==> src/rtl/mac_share_arb_pkg.sv <==
// Shared defaults and FSM encoding for the shared multiply-add arbiter.
// Optional stats build: MAC_SHARE_ARB_STATS_EN.
package mac_share_arb_pkg;

  localparam int DEF_N_REQ      = 4;
  localparam int DEF_W_IN       = 8;
  localparam int DEF_W_OUT      = 16;
  localparam int DEF_LAT        = 2;
  localparam int DEF_FIFO_DEPTH = 4;

  typedef logic [1:0] state_t;

  localparam state_t IDLE  = 2'd0;
  localparam state_t RUN   = 2'd1;
  localparam state_t DRAIN = 2'd2;

endpackage

==> src/rtl/mac_share_arb_if.sv <==
// Requester operand bus and result stream of the shared MAC.
// The arbiter takes the slave side; the producers/consumer take master.
interface mac_share_arb_if
  import mac_share_arb_pkg::*;
#(
  parameter int N_REQ = DEF_N_REQ,
  parameter int W_IN  = DEF_W_IN,
  parameter int W_OUT = DEF_W_OUT
) ();

  localparam int IDW = $clog2(N_REQ);

  logic [N_REQ-1:0]      req_valid;
  logic [N_REQ-1:0]      req_ready;
  logic [N_REQ*W_IN-1:0] req_a;
  logic [N_REQ*W_IN-1:0] req_b;
  logic [N_REQ*W_IN-1:0] req_c;
  logic                  res_valid;
  logic [W_OUT-1:0]      res_data;
  logic [IDW-1:0]        res_id;
  logic                  res_ready;

  modport master (
    output req_valid, req_a, req_b, req_c,
    output res_ready,
    input  req_ready,
    input  res_valid, res_data, res_id
  );

  modport slave (
    input  req_valid, req_a, req_b, req_c,
    input  res_ready,
    output req_ready,
    output res_valid, res_data, res_id
  );

endinterface

==> src/rtl/mac_share_arb_mac_pipe.sv <==
// Pipelined unsigned a*b+c, LAT register stages, id/valid ride along.
// No flow control: the arbiter's credits guarantee downstream space.
module mac_pipe
  import mac_share_arb_pkg::*;
#(
  parameter int W_IN  = DEF_W_IN,
  parameter int W_OUT = DEF_W_OUT,
  parameter int LAT   = DEF_LAT,
  parameter int IDW   = 2
) (
  input  logic             clk,
  input  logic             rst,
  input  logic             in_valid,
  input  logic [W_IN-1:0]  a,
  input  logic [W_IN-1:0]  b,
  input  logic [W_IN-1:0]  c,
  input  logic [IDW-1:0]   in_id,
  output logic             out_valid,
  output logic [W_OUT-1:0] out_data,
  output logic [IDW-1:0]   out_id
);

  localparam int PW = 2 * W_IN;
  localparam int SW = ((PW > W_OUT) ? PW : W_OUT) + 1;

  logic [SW-1:0] sum;

  logic             v_q  [LAT];
  logic [W_OUT-1:0] d_q  [LAT];
  logic [IDW-1:0]   id_q [LAT];

  // wide enough for the full product plus carry, then truncated
  assign sum = SW'(a) * SW'(b) + SW'(c);

  always_ff @(posedge clk or posedge rst) begin
    if (rst) begin
      for (int s = 0; s < LAT; s++) begin
        v_q[s]  <= 1'b0;
        d_q[s]  <= '0;
        id_q[s] <= '0;
      end
    end else begin
      v_q[0]  <= in_valid;
      d_q[0]  <= sum[W_OUT-1:0];
      id_q[0] <= in_id;
      for (int s = 1; s < LAT; s++) begin
        v_q[s]  <= v_q[s-1];
        d_q[s]  <= d_q[s-1];
        id_q[s] <= id_q[s-1];
      end
    end
  end

  assign out_valid = v_q[LAT-1];
  assign out_data  = d_q[LAT-1];
  assign out_id    = id_q[LAT-1];

endmodule

==> src/rtl/mac_share_arb.sv <==
// Round-robin sharing of one pipelined MAC with a credited result FIFO.
// Define MAC_SHARE_ARB_STATS_EN to add per-requester grant counters.
module mac_share_arb
  import mac_share_arb_pkg::*;
#(
  parameter int N_REQ      = DEF_N_REQ,
  parameter int W_IN       = DEF_W_IN,
  parameter int W_OUT      = DEF_W_OUT,
  parameter int LAT        = DEF_LAT,
  parameter int FIFO_DEPTH = DEF_FIFO_DEPTH
) (
  input  logic clk,
  input  logic rst,
  input  logic en,
  mac_share_arb_if.slave bus,
  output logic busy
`ifdef MAC_SHARE_ARB_STATS_EN
  ,
  output logic [N_REQ*16-1:0] grant_cnt
`endif
);

  localparam int IDW = $clog2(N_REQ);
  localparam int AW  = (FIFO_DEPTH > 1) ? $clog2(FIFO_DEPTH) : 1;
  localparam int CW  = $clog2(FIFO_DEPTH + 1);

  state_t state;
  state_t state_nxt;

  logic [IDW-1:0] ptr;
  logic [IDW-1:0] ptr_nxt;
  logic [IDW-1:0] gnt_idx;
  logic [IDW-1:0] cand;
  logic           found;
  logic           any_req;
  logic           credit;
  logic           issue;

  logic [CW-1:0] inflight;
  logic [CW-1:0] count;
  logic [CW:0]   used;
  logic [CW:0]   limit;

  logic [AW-1:0]    rd_ptr;
  logic [AW-1:0]    wr_ptr;
  logic [W_OUT-1:0] mem    [FIFO_DEPTH];
  logic [IDW-1:0]   mem_id [FIFO_DEPTH];
  logic [W_OUT-1:0] last_data;
  logic [IDW-1:0]   last_id;
  logic [W_OUT-1:0] head_data;
  logic [IDW-1:0]   head_id;
  logic             empty;
  logic             push;
  logic             pop;

  logic [W_IN-1:0]  op_a;
  logic [W_IN-1:0]  op_b;
  logic [W_IN-1:0]  op_c;
  logic             p_valid;
  logic [W_OUT-1:0] p_data;
  logic [IDW-1:0]   p_id;

  assign any_req = |bus.req_valid;
  assign busy    = (inflight != '0) || (count != '0);

  // round-robin scan starting at ptr
  always_comb begin
    found   = 1'b0;
    gnt_idx = '0;
    cand    = '0;
    for (int k = 0; k < N_REQ; k++) begin
      cand = IDW'((int'(ptr) + k) % N_REQ);
      if (!found && bus.req_valid[cand]) begin
        found   = 1'b1;
        gnt_idx = cand;
      end
    end
  end

  // a same-cycle pop frees the slot it vacates
  assign used   = {1'b0, inflight} + {1'b0, count};
  assign limit  = (CW+1)'(FIFO_DEPTH) + (CW+1)'(pop);
  assign credit = used < limit;

  assign issue = en && credit && found &&
                 ((state == RUN) || (state == IDLE));

  assign bus.req_ready =
    issue ? (N_REQ'(1) << gnt_idx) : '0;

  assign ptr_nxt = (gnt_idx == IDW'(N_REQ - 1)) ?
                   '0 : gnt_idx + IDW'(1);

  assign op_a = bus.req_a[gnt_idx*W_IN +: W_IN];
  assign op_b = bus.req_b[gnt_idx*W_IN +: W_IN];
  assign op_c = bus.req_c[gnt_idx*W_IN +: W_IN];

  mac_pipe #(
    .W_IN  (W_IN),
    .W_OUT (W_OUT),
    .LAT   (LAT),
    .IDW   (IDW)
  ) u_pipe (
    .clk       (clk),
    .rst       (rst),
    .in_valid  (issue),
    .a         (op_a),
    .b         (op_b),
    .c         (op_c),
    .in_id     (gnt_idx),
    .out_valid (p_valid),
    .out_data  (p_data),
    .out_id    (p_id)
  );

  always_comb begin
    state_nxt = state;
    case (state)
      IDLE: begin
        if (en && any_req) state_nxt = RUN;
      end
      RUN: begin
        if (!en) state_nxt = DRAIN;
        else if (!any_req && !busy) state_nxt = IDLE;
      end
      DRAIN: begin
        if (en) state_nxt = RUN;
        else if (!busy) state_nxt = IDLE;
      end
      default: state_nxt = IDLE;
    endcase
  end

  always_ff @(posedge clk or posedge rst) begin
    if (rst) begin
      state <= IDLE;
      ptr   <= '0;
    end else begin
      state <= state_nxt;
      if (issue) ptr <= ptr_nxt;
    end
  end

  // fall-through head: an arriving result is visible in its push cycle
  assign push  = p_valid;
  assign empty = (count == '0);
  assign pop   = bus.res_valid && bus.res_ready;

  assign bus.res_valid = !empty || push;

  always_comb begin
    head_data = last_data;
    head_id   = last_id;
    if (!empty) begin
      head_data = mem[rd_ptr];
      head_id   = mem_id[rd_ptr];
    end else if (push) begin
      head_data = p_data;
      head_id   = p_id;
    end
  end

  assign bus.res_data = head_data;
  assign bus.res_id   = head_id;

  always_ff @(posedge clk) begin
    if (push) begin
      mem[wr_ptr]    <= p_data;
      mem_id[wr_ptr] <= p_id;
    end
  end

  always_ff @(posedge clk or posedge rst) begin
    if (rst) begin
      inflight  <= '0;
      count     <= '0;
      rd_ptr    <= '0;
      wr_ptr    <= '0;
      last_data <= '0;
      last_id   <= '0;
    end else begin
      inflight <= inflight + CW'(issue) - CW'(push);
      count    <= count + CW'(push) - CW'(pop);
      if (push) begin
        wr_ptr <= (wr_ptr == AW'(FIFO_DEPTH - 1)) ?
                  '0 : wr_ptr + AW'(1);
      end
      if (pop) begin
        rd_ptr    <= (rd_ptr == AW'(FIFO_DEPTH - 1)) ?
                     '0 : rd_ptr + AW'(1);
        last_data <= head_data;
        last_id   <= head_id;
      end
    end
  end

`ifdef MAC_SHARE_ARB_STATS_EN
  logic [15:0] cnt [N_REQ];

  always_ff @(posedge clk or posedge rst) begin
    if (rst) begin
      for (int i = 0; i < N_REQ; i++) cnt[i] <= '0;
    end else begin
      for (int i = 0; i < N_REQ; i++) begin
        if (bus.req_valid[i] && bus.req_ready[i] &&
            cnt[i] != 16'hFFFF) begin
          cnt[i] <= cnt[i] + 16'd1;
        end
      end
    end
  end

  for (genvar g = 0; g < N_REQ; g++) begin : g_cnt
    assign grant_cnt[g*16 +: 16] = cnt[g];
  end
`endif

endmodule

==> src/flat_wrapper.sv <==
// flat-port wrapper written by rule: the top's interface ports become plain ports
module mac_share_arb_flat import mac_share_arb_pkg::*;
#(
  parameter int N_REQ      = DEF_N_REQ,
  parameter int W_IN       = DEF_W_IN,
  parameter int W_OUT      = DEF_W_OUT,
  parameter int LAT        = DEF_LAT,
  parameter int FIFO_DEPTH = DEF_FIFO_DEPTH
)
  (clk, rst, en, busy, bus_req_valid, bus_req_a, bus_req_b, bus_req_c, bus_res_ready, bus_req_ready, bus_res_valid, bus_res_data, bus_res_id);
  mac_share_arb_if #(.N_REQ(N_REQ), .W_IN(W_IN), .W_OUT(W_OUT)) bus_i ();
  input  logic clk;
  input  logic rst;
  input  logic en;
  output logic busy;
  input wire logic [$bits(bus_i.req_valid)-1:0] bus_req_valid;
  input wire logic [$bits(bus_i.req_a)-1:0] bus_req_a;
  input wire logic [$bits(bus_i.req_b)-1:0] bus_req_b;
  input wire logic [$bits(bus_i.req_c)-1:0] bus_req_c;
  input wire logic [$bits(bus_i.res_ready)-1:0] bus_res_ready;
  output wire logic [$bits(bus_i.req_ready)-1:0] bus_req_ready;
  output wire logic [$bits(bus_i.res_valid)-1:0] bus_res_valid;
  output wire logic [$bits(bus_i.res_data)-1:0] bus_res_data;
  output wire logic [$bits(bus_i.res_id)-1:0] bus_res_id;
  assign bus_i.req_valid = bus_req_valid;
  assign bus_i.req_a = bus_req_a;
  assign bus_i.req_b = bus_req_b;
  assign bus_i.req_c = bus_req_c;
  assign bus_i.res_ready = bus_res_ready;
  assign bus_req_ready = bus_i.req_ready;
  assign bus_res_valid = bus_i.res_valid;
  assign bus_res_data = bus_i.res_data;
  assign bus_res_id = bus_i.res_id;
  mac_share_arb #(.N_REQ(N_REQ), .W_IN(W_IN), .W_OUT(W_OUT), .LAT(LAT), .FIFO_DEPTH(FIFO_DEPTH)) u_core (.clk(clk), .rst(rst), .en(en), .bus(bus_i), .busy(busy));
endmodule
==> config.mk <==
export PLATFORM = sky130hd
export DESIGN_NAME = mac_share_arb_flat
export DESIGN_NICKNAME = d
export VERILOG_FILES = /design/src/rtl/mac_share_arb_pkg.sv /design/src/rtl/mac_share_arb_if.sv /design/src/rtl/mac_share_arb_mac_pipe.sv /design/src/rtl/mac_share_arb.sv /design/src/flat_wrapper.sv
export SDC_FILE = /design/constraint.sdc
export NUM_CORES = 1
export LEC_CHECK = 0
export ABC_AREA = 1
export CAP_MARGIN = 20
export CORE_MARGIN = 2
export CORE_UTILIZATION = 51
export DETAILED_ROUTE_END_ITERATION = 10
export PLACE_DENSITY = 0.88
export SLEW_MARGIN = 25
export SYNTH_ARGS = -nofsm -noshare
export SYNTH_HDL_FRONTEND = slang
export SYNTH_SLANG_ARGS = --single-unit
==> constraint.sdc <==
create_clock -name clk -period 5.2 [get_ports clk]
set_clock_uncertainty 0.1 [all_clocks]
set_input_delay 0.78 -clock clk [delete_from_list [all_inputs] [get_ports clk]]
set_output_delay 0.78 -clock clk [all_outputs]
set_load 0.005 [all_outputs]
# Word level (Yosys, flattened, before mapping)
# Memories as Yosys holds them, arrays and structs flattened.
# Cells that the tools add are included.
# W data, S select, Z words.
word_totals:
  reg_bits: 70
  ramBits: 72
  output_inout_bits: 24
  word_cells: 103
  memories: 2
op_classes:
  addsub: 13
  multipliers: 1
  magnitude_cmp: 5
  n_eq_ne: 8
  shift: 4
  n_mux: 32
  reduce_logical: 24
mem_list:
  columns: ["memory", "depth", "word_bits", "read_ports", "rd_clocked_by_memory_dff", "wr", "line", "rtl"]
  rows:
  - ["u_core.mem", 4, 16, 1, 0, 1, "mac_share_arb.sv:46", "logic [W_OUT-1:0] mem [FIFO_DEPTH];"]
  - ["u_core.mem_id", 4, 2, 1, 0, 1, "mac_share_arb.sv:47", "logic [IDW-1:0] mem_id [FIFO_DEPTH];"]
op_table:
  columns: ["cell", "count"]
  rows:
  - ["$shiftx A32 B6 Y8", 3]
  - ["$mux W16", 2]
  - ["$mux W2", 14]
  - ["$add A16 B8 Y16", 1]
  - ["$mul A8 B8 Y16", 1]
  - ["$lt A2 B3 Y1 const B", 4]
  - ["$mux W1", 10]
  - ["$logic_and A1 B1 Y1", 9]
  - ["$add A2 B1 Y2 const B", 4]
  - ["$bmux W1 S2", 4]
  - ["$eq A2 B2 Y1 const B", 4]
  - ["$add A3 B1 Y3", 2]
  - ["$logic_not A1 Y1", 6]
  - ["$ne A3 B3 Y1 const B", 2]
  - ["$pmux W2 S3", 1]
  - ["$reduce_bool A3 Y1", 2]
  - ["$sub A3 B1 Y3", 2]
  - ["$add A2 B2 Y2 const B", 2]
  - ["$add A3 B1 Y4 const A", 1]
  - ["$add A3 B3 Y4", 1]
  - ["$lt A4 B4 Y1", 1]
  - ["$mux W4", 1]
  - ["$reduce_or A4 Y1", 1]
  - ["$shl A1 B2 Y4 const A", 1]
  - ["other kinds (6)", 8]

# Longest topological paths before layout
logic_depth:
  word_depth: 16
  mapped_depth: 32
  depth_no_buf: 30

# Cells and area by module
# From an unflattened synthesis, not the netlist that was laid out.
unflattened:
  cells_unflattened: 1199
  hier_area_um2: 9962.1
by_module_without_submodules:
  columns: ["mod", "instances", "cells_per_inst", "area_per_inst_um2"]
  rows:
  - ["mac_share_arb", 1, 757, 6311.1]
  - ["mac_pipe", 1, 442, 3651.0]

# Worst setup path after synthesis
# Ideal clock, no wire load.
synth_path:
  path_kind: "input-to-reg"
  start: "in bus_req_valid[3]"
  end: "reg u_core.u_pipe.d_q[30] (netlist name)"
  setup_ps: 123
  arrival_ps: 5180
  required_ps: 4977
  setup_slack_ps: -203
  path_stages: 28
  n_path_buf: 1
  path_cell_list: "inv_1 nand2_1 nand3_1 nand2_1 nor2_2 nand3_1 nand3_2 nand2_4 inv_4 buf_4 nand3_1 nand2_1 nand2_1 fa_1 fa_1 inv_1 fa_1 inv_1 fa_1 inv_1 ha_1 a21oi_1 o21ai_0 a21oi_1 nor2_1 nand2_1 nand2_1 xor2_1"
synth_between:
  elab_chain_cells: 15
  word_cells_on_any_way: 26
synth_lines:
  columns: ["item", "line", "rtl"]
  rows:
  - ["start, declared", "flat_wrapper.sv:16", "input wire logic [$bits(bus_i.req_valid)-1:0] bus_req_valid;"]
  - ["$bmux W1 S2", "mac_share_arb.sv:73", "if (!found && bus.req_valid[cand]) begin"]
  - ["$mux W1 (not written as such)", "mac_share_arb.sv:73", null]
  - ["$mux W1", "mac_share_arb.sv:73", null]
  - ["$logic_not A1 Y1", "mac_share_arb.sv:73", null]
  - ["$logic_and A1 B1 Y1", "mac_share_arb.sv:73", null]
  - ["$mux W1", "mac_share_arb.sv:73", null]
  - ["$logic_not A1 Y1", "mac_share_arb.sv:73", null]
  - ["$logic_and A1 B1 Y1", "mac_share_arb.sv:73", null]
  - ["$mux W1", "mac_share_arb.sv:73", null]
  - ["$logic_not A1 Y1", "mac_share_arb.sv:73", null]
  - ["$logic_and A1 B1 Y1", "mac_share_arb.sv:73", null]
  - ["$mux W2 *", "mac_share_arb.sv:73", null]
  - ["$shiftx A32 B6 Y8 (on tied branches)", "mac_share_arb.sv:94, mac_share_arb.sv:95", null]
  - ["$mul A8 B8 Y16", "mac_share_arb_mac_pipe.sv:33", "assign sum = SW'(a) * SW'(b) + SW'(c);"]
  - ["$add A16 B8 Y16 *", "mac_share_arb_mac_pipe.sv:33", null]
  - ["via u_core.u_pipe.sum[14]", "mac_share_arb_mac_pipe.sv:26", "logic [SW-1:0] sum;"]
  - ["end signal, assigned by index", "mac_share_arb_mac_pipe.sv:48", "d_q[s] <= d_q[s-1];"]
  - ["end, declared", "mac_share_arb_mac_pipe.sv:29", "logic [W_OUT-1:0] d_q [LAT];"]
# Mark *: on every way through the listed nets, which the timed path passes. The rest lies on a longest branch. The select of a mux whose other input is x is not followed.
# A chain may end at the register's enable or synchronous reset.

# Worst setup path in the final report
layout_path:
  start: "in bus_req_valid[0]"
  end: "reg u_core.u_pipe.d_q[28] (netlist name)"
# The elaborated chain is that of the path after synthesis.

==> parameters.txt <==
Parameter                              Value

Route
  Number of vias in the routed layout ... about 10000
  Total wirelength of the detailed-routed design ... 35.0 mm
  Per-cell via count in the routed design ... 6.07
  Post-DRT Antenna Nets ... 0
  First DRT Iteration DRCs ... 969
  DRC Markers ... 0
  Pre-antenna DRT Iters ... 6
  Average wire per cell in the routed design ... between 20 and 25 µm

Clock network
  Clk buf depth ... 2
  Clock Pin Slew Worst Setup and Hold Paths ... around 0.050 ns
  Number of hold buffers added after CTS ... 0
  CTS tree ... built
  Clock tree root buffer cell ... sky130_fd_sc_hd__clkbuf_16
  Clk sinks ... 142
  Number of clock buffers inserted by TritonCTS ... 17
  H-tree lvl count ... 4
  Clock insertion delay at the later pin of the skew report ... 0.42 ns

Floorplanning
  Die height ... 143 µm
  I/O pin cnt ... 128
  Starting density of the core ... 52.2%
  Die area ... slightly above 20000 µm²
  Width of the die ... 143 µm
  Placeable core region ... 18800 µm²
  Standard-cell row count ... 50

Yosys
  Synthesized area ... 9790 µm²
  Yosys warning total ... 0
  Total nets after synthesis ... 1358
  Mean instance size in the synthesized netlist ... 8.48 µm²
  Number of library cell types mapped by synthesis ... 37
  Number of register bits inferred by synthesis ... between 100 and 150
  Post-synthesis sequential area ratio ... 40.0%
  Instance count of the mapped netlist ... 1155

Global routing
  Antenna violations before repair ... 0
  Global-route met1 utilization ... a little under a third
  Grt peak-use layer ... met2
  Tot GR Track Use ... 27.9%
  Global-route met2 utilization ... 49.8%
  Total congestion overflow after global routing ... 0
  Wire length of the first global-routing pass ... 44.5 mm
  Global-route met3 utilization ... 4.68%
  Via count of the first global-routing pass ... 9194
  Pin count of the biggest net entering global routing ... 46

Setup path
  Arrival time at the worst endpoint ... about 6 ns
  Critical path's largest stage delay ... 0.55 ns
  Slowest stage cell, crit path ... sky130_fd_sc_hd__fa_1
  Largest fanout on the critical path ... 9
  Required time worst endpoint ... roughly 5.4 ns
  Category of the most critical setup path ... in2reg
  Critical path launch point type ... primary input
  Worst setup EP type ... flip-flop

Placed design
  Post-DP HPWL ... between 15 and 20 mm
  Number of buffers inserted by port buffering ... 127
  Cell area after placement ... between 10000 and 15000 µm²
  Post-Place Worst Slack ... -0.890 ns
  Last weighted congestion value of the routability-driven placer ... 0.910

Timing
  Worst slew slack as a fraction of its limit ... 42.1%
  Time the final worst path needs with I/O delays and setup ... 5.70 ns
  Setup repair after global routing missed its margin ... yes
  Setup slack of the critical path after layout ... -0.495 ns
  Final-report setup violation count ... 11
  Portion of the clock cycle consumed by the worst path in the final layout ... 110%
  Fmax ... 176 MHz
  Worst slew pin tran ... 0.868 ns
  Slew Viols, Final ... 0
  Hold Vio Cnt, Final ... 0

Run status
  Violations in the final reports ... setup timing
  Run status ... finished with violations

Cells and area
  Growth of design area from synthesis to finish ... 43.2%
  Count of inserted antenna diode cells ... 0
  Share of cells above drive strength 1 ... 28.4%
  Total number of nets in the final design ... 1598
  Final core utilization ... 74.7%
  Final standard cell area without fillers ... roughly 14000 µm²

Run
  Max-cap violation count ... 0

Hold path
  Path category of the worst min-delay check ... reg2reg
## state kept, by name, indices dropped and copies added (netlist names), 2 cells and up
| signal | cells |
|---|---|
| u_core.u_pipe.out_data | 16 |
| u_core.last_data | 16 |
| u_core.count | 3 |
| u_core.wr_ptr | 2 |
| u_core.last_id | 2 |
| u_core.mem_id | 8 |
| u_core.rd_ptr | 2 |
| u_core.state | 2 |
| u_core.mem | 64 |
| u_core.inflight | 3 |
| u_core.u_pipe.out_id | 2 |
| u_core.u_pipe.d_q | 16 |
| u_core.ptr | 2 |
| u_core.u_pipe.id_q | 2 |
## critical path, delay by kind of cell
kind | cells | cell delay, ns
fa+ha+maj | 5 | 2.45
simple gates | 14 | 1.35
buf+inv | 8 | 1.06
xor+xnor | 1 | 0.18
compound gates | 1 | 0.08
## placed cells by master, fill, tap and decap left out, types with 6 or more instances in the layout
cell / Yosys / routed
sky130_fd_sc_hd__nand2_1: 260 / 184
sky130_fd_sc_hd__inv_1: 186 / 170
sky130_fd_sc_hd__clkdlybuf4s50_1: 0 / 123
sky130_fd_sc_hd__buf_4: 5 / 110
sky130_fd_sc_hd__nor2_1: 117 / 95
sky130_fd_sc_hd__edfxtp_1: 72 / 72
sky130_fd_sc_hd__nand2_2: 18 / 68
sky130_fd_sc_hd__dfrtp_1: 70 / 67
sky130_fd_sc_hd__o21ai_0: 67 / 65
sky130_fd_sc_hd__ha_1: 52 / 43
sky130_fd_sc_hd__fa_1: 47 / 42
sky130_fd_sc_hd__nand3_1: 66 / 40
sky130_fd_sc_hd__nand4_1: 39 / 39
sky130_fd_sc_hd__nand2_4: 4 / 30
sky130_fd_sc_hd__nand3_2: 3 / 27
sky130_fd_sc_hd__clkbuf_16: 0 / 22
sky130_fd_sc_hd__inv_2: 3 / 18
sky130_fd_sc_hd__a21oi_1: 28 / 18
sky130_fd_sc_hd__o32ai_1: 18 / 18
sky130_fd_sc_hd__nor2_4: 1 / 16
sky130_fd_sc_hd__nor2_2: 7 / 14
sky130_fd_sc_hd__xnor2_1: 10 / 9
sky130_fd_sc_hd__ha_4: 0 / 9
sky130_fd_sc_hd__buf_6: 10 / 9
sky130_fd_sc_hd__buf_12: 0 / 9
sky130_fd_sc_hd__nand4_2: 9 / 8
sky130_fd_sc_hd__a21oi_4: 0 / 7
sky130_fd_sc_hd__clkbuf_1: 18 / 6
sky130_fd_sc_hd__buf_16: 0 / 6
## metrics by stage
step	cells	setup TNS, ns	hold WS [ns]
global placement	1542	-6.44	0.232
global route	1642	-5.54	0.251
detailed placement	1542	-8.28	0.235
floorplan	1155	0	0.231
finish	1642	-4.35	0.247
CTS	1603	-0.168	0.245
## synth_stat cells
cell,number,area [µm²]
sky130_fd_sc_hd__o31ai_1,1,7.51
sky130_fd_sc_hd__nor2_2,7,43.8
sky130_fd_sc_hd__xnor2_1,10,87.6
sky130_fd_sc_hd__nor4_1,1,6.26
sky130_fd_sc_hd__o22ai_1,1,6.26
sky130_fd_sc_hd__edfxtp_1,72,2160
sky130_fd_sc_hd__nand2_2,18,113
sky130_fd_sc_hd__a221oi_1,2,17.5
sky130_fd_sc_hd__o21ai_0,67,335
sky130_fd_sc_hd__nand3_1,66,330
sky130_fd_sc_hd__inv_8,1,11.3
sky130_fd_sc_hd__buf_1,6,22.5
sky130_fd_sc_hd__nand4_2,9,113
sky130_fd_sc_hd__dfrtp_1,70,1750
sky130_fd_sc_hd__xor2_1,7,61.3
sky130_fd_sc_hd__nor2_1,117,439
sky130_fd_sc_hd__o32ai_1,18,158
sky130_fd_sc_hd__buf_6,10,113
sky130_fd_sc_hd__a21oi_1,28,140
sky130_fd_sc_hd__nand3_4,1,17.5
sky130_fd_sc_hd__inv_1,186,698
sky130_fd_sc_hd__fa_1,47,941
sky130_fd_sc_hd__clkbuf_1,18,67.6
sky130_fd_sc_hd__a21o_1,4,30.0
sky130_fd_sc_hd__nand4_1,39,244
sky130_fd_sc_hd__nand2_4,4,45.0
sky130_fd_sc_hd__inv_4,1,6.26
sky130_fd_sc_hd__ha_1,52,651
sky130_fd_sc_hd__buf_4,5,37.5
sky130_fd_sc_hd__inv_2,3,11.3
sky130_fd_sc_hd__nand2_1,260,976
sky130_fd_sc_hd__nor2_4,1,11.3
sky130_fd_sc_hd__buf_2,15,75.1
sky130_fd_sc_hd__o211ai_1,3,22.5
sky130_fd_sc_hd__or2_2,1,6.26
sky130_fd_sc_hd__nor3_1,1,5.00
sky130_fd_sc_hd__nand3_2,3,30.0
## repair_timing
action | CTS | global route
setup buffers | 22 | 31
hold endpoints to repair | 0 | 0
endpoints found under the setup margin | 11 | 11
gates resized for setup | 92 | 162
gates cloned | 7 | 8
pin swaps | 46 | 75
## area by class of cell
type,instances,area (µm²)
clock buffer,26,489
clock inverter,6,82.6
fill,1064,4740
inverter,191,739
multi-input combinational,769,5730
sequential,142,3920
tap,234,293
timing repair buffer,271,2740
timing repair inverter,3,31.3
## final timing paths
path / end / slack, ns / depth (start not counted) / startpoint
hold / removal: u_core.u_pipe.out_data[2] / 0.25 / 0 / u_core.u_pipe.d_q[18]
setup reg to reg: u_core.u_pipe.d_q[28] / -0.47 / 30 / u_core.ptr[0]
hold reg to reg: u_core.u_pipe.out_data[2] / 0.25 / 0 / u_core.u_pipe.d_q[18]
max in group asynchronous: u_core.u_pipe.out_data[2] / 3.33 / 3 / rst
min in group asynchronous: u_core.state[1] / 0.69 / 2 / rst
setup / recovery: u_core.u_pipe.d_q[28] / -0.50 / 29 / bus_req_valid[0]
## cell families (layout without fill, tap and decap cells)
family | Yosys count | after routing | share of synthesized area (%)
simple gates | 528 | 529 | 24.3
buf+inv | 245 | 497 | 10.6
fa+ha+maj | 99 | 99 | 16.3
xor+xnor | 17 | 17 | 1.52
compound gates | 124 | 124 | 7.32
flops | 142 | 142 | 40.0
## layer usage
layer,vias up,wire (µm)
li1,4191,-
met1,4646,11400
met2,825,17000
met3,302,3110
met4,0,3450
met5,-,0
Power of run 1 is not shown: default switching activity piles up to over one toggle a cycle in this logic, so the estimate is an artifact.
